[config.mk]
export PLATFORM = sky130hd
export DESIGN_NAME = sb_tx_pkt_serializer
export DESIGN_NICKNAME = d
export VERILOG_FILES = /design/src/rtl/sb_tx_pkt_serializer.sv
export SDC_FILE = /design/constraint.sdc
export NUM_CORES = 1
export LEC_CHECK = 0
export BUFFER_PORTS_ARGS = -buffer_cell sky130_fd_sc_hd__buf_2
export CAP_MARGIN = 20
export CORE_MARGIN = 2
export CORE_UTILIZATION = 56
export DETAILED_ROUTE_END_ITERATION = 8
export PLACE_DENSITY = 0.74
export SETUP_SLACK_MARGIN = 0.05
export SLEW_MARGIN = 40
export SYNTH_ARGS = -nofsm -noshare
export SYNTH_HDL_FRONTEND = slang
export SYNTH_SLANG_ARGS = --single-unit
[constraint.sdc]
create_clock -name i_clk -period 7.8 [get_ports i_clk]
set_input_delay 1.17 -clock i_clk [delete_from_list [all_inputs] [get_ports i_clk]]
set_output_delay 1.17 -clock i_clk [all_outputs]
set_load 0.02 [all_outputs]
[src/rtl/sb_tx_pkt_serializer.sv]
// Purpose: sideband TX back-end; queues framed packets in a FIFO and shifts each one out LSB-first with a TXCKSB clock enable.
// Latency: push accepted at edge N, head loaded at edge N+1, first bit on the lane in the cycle after N+1; each packet is PKT_W bits, then GAP_UI idle cycles, then 1 IDLE cycle.
// Backpressure: o_full/o_almost_full warn the producer; a push while full is dropped and latches o_overflow; i_tx_en low holds the queue after the in-flight packet.
// Ports: i_clk/i_rst_n clock and async active-low reset; i_wr_en/i_wr_data packet push; i_tx_en start permit; i_flush sync abort;
//        o_full/o_empty/o_almost_full/o_count/o_overflow FIFO status; o_ser_data/o_clk_en serial lane; o_pkt_done last-bit pulse; o_busy serializer active.
module sb_tx_pkt_serializer #(
    parameter int PKT_W     = 64,
    parameter int DEPTH     = 4,
    parameter int GAP_UI    = 32,
    parameter int AF_THRESH = 3
) (
    input  logic                       i_clk,
    input  logic                       i_rst_n,
    input  logic                       i_wr_en,
    input  logic [PKT_W-1:0]           i_wr_data,
    input  logic                       i_tx_en,
    input  logic                       i_flush,
    output logic                       o_full,
    output logic                       o_empty,
    output logic                       o_almost_full,
    output logic [$clog2(DEPTH+1)-1:0] o_count,
    output logic                       o_overflow,
    output logic                       o_ser_data,
    output logic                       o_clk_en,
    output logic                       o_pkt_done,
    output logic                       o_busy
);

    localparam int CW = $clog2(DEPTH+1);
    localparam int AW = $clog2(DEPTH);
    localparam int BW = $clog2(PKT_W);
    // Keep the gap counter at least one bit wide so GAP_UI of 0 or 1 still elaborates.
    localparam int GW = (GAP_UI > 1) ? $clog2(GAP_UI) : 1;

    localparam logic [BW-1:0] BIT_LAST  = BW'(PKT_W-1);
    localparam logic [BW-1:0] BIT_PENUL = BW'(PKT_W-2);
    localparam logic [GW-1:0] GAP_LAST  = GW'((GAP_UI > 0) ? GAP_UI-1 : 0);

    localparam logic [1:0] ST_IDLE  = 2'd0;
    localparam logic [1:0] ST_SHIFT = 2'd1;
    localparam logic [1:0] ST_GAP   = 2'd2;

    logic [PKT_W-1:0] mem_q [DEPTH];
    logic [AW-1:0]    wptr_q, wptr_d, rptr_q, rptr_d;
    logic [CW-1:0]    count_q, count_d;
    logic             full_q, full_d, empty_q, empty_d, af_q, af_d, ovf_q, ovf_d;
    logic [1:0]       state_q, state_d;
    logic [PKT_W-1:0] shreg_q, shreg_d;
    logic [BW-1:0]    bit_cnt_q, bit_cnt_d;
    logic [GW-1:0]    gap_cnt_q, gap_cnt_d;
    logic             ser_q, ser_d, clk_en_q, clk_en_d, done_q, done_d;
    logic             push, pop;

    // Push and pop are both judged on registered flags; flush overrides both.
    assign push = i_wr_en && !full_q && !i_flush;
    assign pop  = (state_q == ST_IDLE) && !empty_q && i_tx_en && !i_flush;

    always_comb begin
        wptr_d  = wptr_q;
        rptr_d  = rptr_q;
        count_d = count_q;
        ovf_d   = ovf_q | (i_wr_en && full_q);
        if (push) wptr_d = wptr_q + 1'b1;
        if (pop)  rptr_d = rptr_q + 1'b1;
        if (push && !pop)      count_d = count_q + 1'b1;
        else if (pop && !push) count_d = count_q - 1'b1;
        if (i_flush) begin
            wptr_d  = '0;
            rptr_d  = '0;
            count_d = '0;
            ovf_d   = 1'b0;
        end
        full_d  = (count_d == CW'(DEPTH));
        empty_d = (count_d == '0);
        af_d    = (count_d >= CW'(AF_THRESH));
    end

    // The lane outputs are computed one cycle ahead so they leave straight from flops.
    always_comb begin
        state_d   = state_q;
        shreg_d   = shreg_q;
        bit_cnt_d = bit_cnt_q;
        gap_cnt_d = gap_cnt_q;
        ser_d     = 1'b0;
        clk_en_d  = 1'b0;
        done_d    = 1'b0;
        case (state_q)
            ST_IDLE: begin
                if (pop) begin
                    ser_d     = mem_q[rptr_q][0];
                    shreg_d   = mem_q[rptr_q] >> 1;
                    clk_en_d  = 1'b1;
                    bit_cnt_d = '0;
                    state_d   = ST_SHIFT;
                end
            end
            ST_SHIFT: begin
                if (bit_cnt_q == BIT_LAST) begin
                    gap_cnt_d = '0;
                    state_d   = (GAP_UI == 0) ? ST_IDLE : ST_GAP;
                end else begin
                    ser_d     = shreg_q[0];
                    shreg_d   = shreg_q >> 1;
                    clk_en_d  = 1'b1;
                    bit_cnt_d = bit_cnt_q + 1'b1;
                    // Raise done together with the last bit it marks.
                    done_d    = (bit_cnt_q == BIT_PENUL);
                end
            end
            ST_GAP: begin
                if (gap_cnt_q == GAP_LAST) begin
                    gap_cnt_d = '0;
                    state_d   = ST_IDLE;
                end else begin
                    gap_cnt_d = gap_cnt_q + 1'b1;
                end
            end
            default: state_d = ST_IDLE;
        endcase
        if (i_flush) begin
            state_d   = ST_IDLE;
            bit_cnt_d = '0;
            gap_cnt_d = '0;
            ser_d     = 1'b0;
            clk_en_d  = 1'b0;
            done_d    = 1'b0;
        end
    end

    // Packet storage needs no reset; validity is tracked by the pointers.
    always_ff @(posedge i_clk) begin
        if (push) mem_q[wptr_q] <= i_wr_data;
    end

    always_ff @(posedge i_clk or negedge i_rst_n) begin
        if (!i_rst_n) begin
            wptr_q    <= '0;
            rptr_q    <= '0;
            count_q   <= '0;
            full_q    <= 1'b0;
            empty_q   <= 1'b1;
            af_q      <= 1'b0;
            ovf_q     <= 1'b0;
            state_q   <= ST_IDLE;
            shreg_q   <= '0;
            bit_cnt_q <= '0;
            gap_cnt_q <= '0;
            ser_q     <= 1'b0;
            clk_en_q  <= 1'b0;
            done_q    <= 1'b0;
        end else begin
            wptr_q    <= wptr_d;
            rptr_q    <= rptr_d;
            count_q   <= count_d;
            full_q    <= full_d;
            empty_q   <= empty_d;
            af_q      <= af_d;
            ovf_q     <= ovf_d;
            state_q   <= state_d;
            shreg_q   <= shreg_d;
            bit_cnt_q <= bit_cnt_d;
            gap_cnt_q <= gap_cnt_d;
            ser_q     <= ser_d;
            clk_en_q  <= clk_en_d;
            done_q    <= done_d;
        end
    end

    assign o_full        = full_q;
    assign o_empty       = empty_q;
    assign o_almost_full = af_q;
    assign o_count       = count_q;
    assign o_overflow    = ovf_q;
    assign o_ser_data    = ser_q;
    assign o_clk_en      = clk_en_q;
    assign o_pkt_done    = done_q;
    assign o_busy        = (state_q != ST_IDLE);

endmodule

==> flow_metrics.py <==
metrics = {
    "timing": {
        "finClkSkew_ns": 0.0187,
        "timing.fmax_mhz": 351,
        "rsz0062_at_grt": "no",
        "worstMarginPinSlew_ns": 0.785,
        "finalSetupViolCount": 0,
        "min_period_ns": 2.85,
        "finalCritPeriodShare_pct": 36.5,
        "setup_tns_ns": 0,
        "hold_viol": 0,
        "slew_headroom_pct": 47.4,
        "maxSlewViolCount": 0,
    },
    "setup_path": {
        "arrival_ns": 3.20,
        "critical_path.max_fanout": 45,
        "rrSetupSlack_ns": 5.10,
        "timing.rr.start": "rptr_q[0]",
        "worstSetupStartpoint": "i_flush",
        "required_ns": 8.16,
        "start_kind": "input port",
        "endpoint_kind": "register",
        "crit_end": "shreg_q[16]",
        "worstSetupPathType": "input port to register",
        "rr_worst_depth": 4,
        "r2r-end": "o_ser_data",
    },
    "cts": {
        "clock-sinks": 346,
        "clock_latency_ns": 0.50,
        "post_cts_buffers": 0,
        "clk_pin_slew_worst_paths_ns": 0.06,
        "clk_path_buf_depth": 3,
        "numCtsBuffers": 35,
        "holdBufCountCts": 0,
        "cts_resized": 0,
        "cts_max_level": 2,
        "cts_tree": "built",
        "cts_root_buf": "clkbuf_16",
    },
    "synthesis": {
        "syn-cell-area_um2": 13300,
        "synthCells": 760,
        "synth_edf_count": 256,
        "syn_area_per_cell_um2": 17.5,
        "ys_types": 55,
        "synth_nets": 839,
        "yosysWarnings": 0,
        "synth_seq_cells": 346,
        "synth_ff_type": "edfxtp_1",
        "async_reset_ff_share_pct": 26.0,
        "yosysSeqAreaShare_pct": 74.6,
    },
    "die": {
        "core-area_um2": 23400,
        "design.portCount": 80,
        "rows": 56,
        "die_w_um": 158,
        "dieArea_um2": 25000,
        "start_util_pct": 56.9,
        "die_h_um": 158,
    },
    "power": {
        "switching_share_pct": 24.4,
        "p_sw_mw": 1.12,
        "power_frac_comb_pct": 12.2,
        "p_int_mw": 3.48,
        "power.share.sequential_pct": 50.7,
        "power_frac_clock_pct": 37.1,
        "p_total_mw": 4.60,
        "p_per_area_nw_per_um2": 301,
        "p_leak_nw": 5.56,
        "ir_drop_mv": 0.135,
    },
    "worst_hold_path": {
        "hold_depth": 2,
        "min-delay-path-class": "register to register",
    },
    "route": {
        "routed_wl_um": 24800,
        "firstDrtPassIters": 5,
        "wl_per_cell_um": 20.8,
        "first_iter_violations": 650,
        "ant_nets": 0,
        "viasPerCell": 5.92,
        "via_count": 7062,
        "drc": 0,
    },
    "grt": {
        "track_usage_pct": 20.7,
        "antenna_found_initial": 2,
        "grt_pass1_wl_um": 39700,
        "grt_pass1_vias": 7723,
        "grt-ovfl-total": 0,
        "grt_max_degree": 72,
    },
    "layout": {
        "final_common_cell": "edfxtp_1",
        "drive_gt1_share_pct": 25.4,
        "nets": 926,
        "area_growth_pct": 14.5,
        "final_util_pct": 65.2,
        "layout_common_cells": "256 x edfxtp_1, 87 x dfrtp_1, 78 x buf_2",
    },
    "run": {
        "drv_cap": 0,
    },
    "status": {
        "status": "completed",
    },
    "place": {
        "gp_congestion": 0.749,
        "numPortBuffers": 79,
        "dp_hpwl_um": 13300,
    },
}
per-stage QoR:
step	worst slack [ns]	std cells	hold slack, ns	instance area, um2
final	4.95	1193	0.505	15300
after detailed placement	4.44	1129	0.480	14100
after global routing	4.83	1193	0.540	15300
after global placement	4.41	1129	0.483	14000
after floorplan	4.04	760	0.483	13300
after CTS	4.96	1192	0.496	15300
worst min-delay path by stage:
stage	start	endpoint	slack, ns
CTS	o_overflow	o_overflow	0.50
detailed placement	o_overflow	o_overflow	0.48
finish	o_overflow	o_overflow	0.51
global route	o_overflow	o_overflow	0.54
floorplan	gap_cnt_q[3]	gap_cnt_q[3]	0.48
global placement	o_overflow	o_overflow	0.48
synthesized netlist by cell type, types with 2 or more instances:
cell type	number	share of area, %
edfxtp_1	256	58
dfrtp_1	89	17
a21oi_1	70	2.6
inv_1	69	1.9
mux4_2	64	11
o22ai_1	62	2.9
clkbuf_1	24	0.68
nand2_1	13	0.37
nor2_1	13	0.37
buf_2	12	0.45
ha_1	10	0.94
nand3_1	8	0.30
and3_1	7	0.33
o21ai_0	5	0.19
nor3_1	4	0.15
xnor2_1	4	0.26
xor2_1	4	0.26
a211oi_1	3	0.17
nand2b_1	3	0.14
nand4_1	2	0.094
nor2b_1	2	0.094
o311ai_0	2	0.13
o31ai_1	2	0.11
per-layer routing:
layer	global-route usage, %	vias to the layer above	share of wire (%)
met5	0	-	0.0081
met4	7.04	2	1.9
met3	3.72	43	5.6
met2	36.0	232	53
met1	26.7	3643	40
li1	-	3142	-
final cells by class:
| class | count | area (um2) |
|---|---|---|
| inverters | 70 | 263 |
| well taps | 319 | 399 |
| diodes | 1 | 2.50 |
| flip-flops and latches | 346 | 9950 |
| multi-input cells | 305 | 2970 |
| clock inverters | 21 | 238 |
| repair buffers | 89 | 492 |
| fillers | 1562 | 8150 |
| clock buffers | 42 | 945 |
logic make-up after synthesis:
group,after synthesis,synth area share (%)
muxes,64,10.8
and+or+nand+nor,64,2.68
AOI/OAI and AO/OA,159,7.15
adders and majority gates,10,0.939
buffers and inverters,109,3.27
xor gates and xnor gates,8,0.526
DFF,346,74.6
power groups by stage:
stage / sequential (mW) / clock, mW / combinational [mW]
final: 2.33 / 1.70 / 0.559
after floorplan: 2.32 / 0 / 0.418
after detailed placement: 2.36 / 0 / 0.553
after CTS: 2.33 / 1.73 / 0.565
after global placement: 2.35 / 0 / 0.521
after global routing: 2.36 / 1.80 / 0.622
worst max-delay path, stage by stage:
cell	delay [ns]
buf_2	0.34
clkinv_1	0.39
a21oi_4	0.56
buf_4	0.55
a21oi_1	0.17
sequential cells by signal, summed over array words and instances, names as in the netlist, 2 cells and up:
| name | count |
|---|---|
| mem_q | 256 |
| shreg_q | 63 |
| wptr_q | 2 |
| o_count | 3 |
| bit_cnt_q | 6 |
| state_q | 2 |
| rptr_q | 2 |
| gap_cnt_q | 5 |
Note: power is estimated with default switching activity, not from simulation.
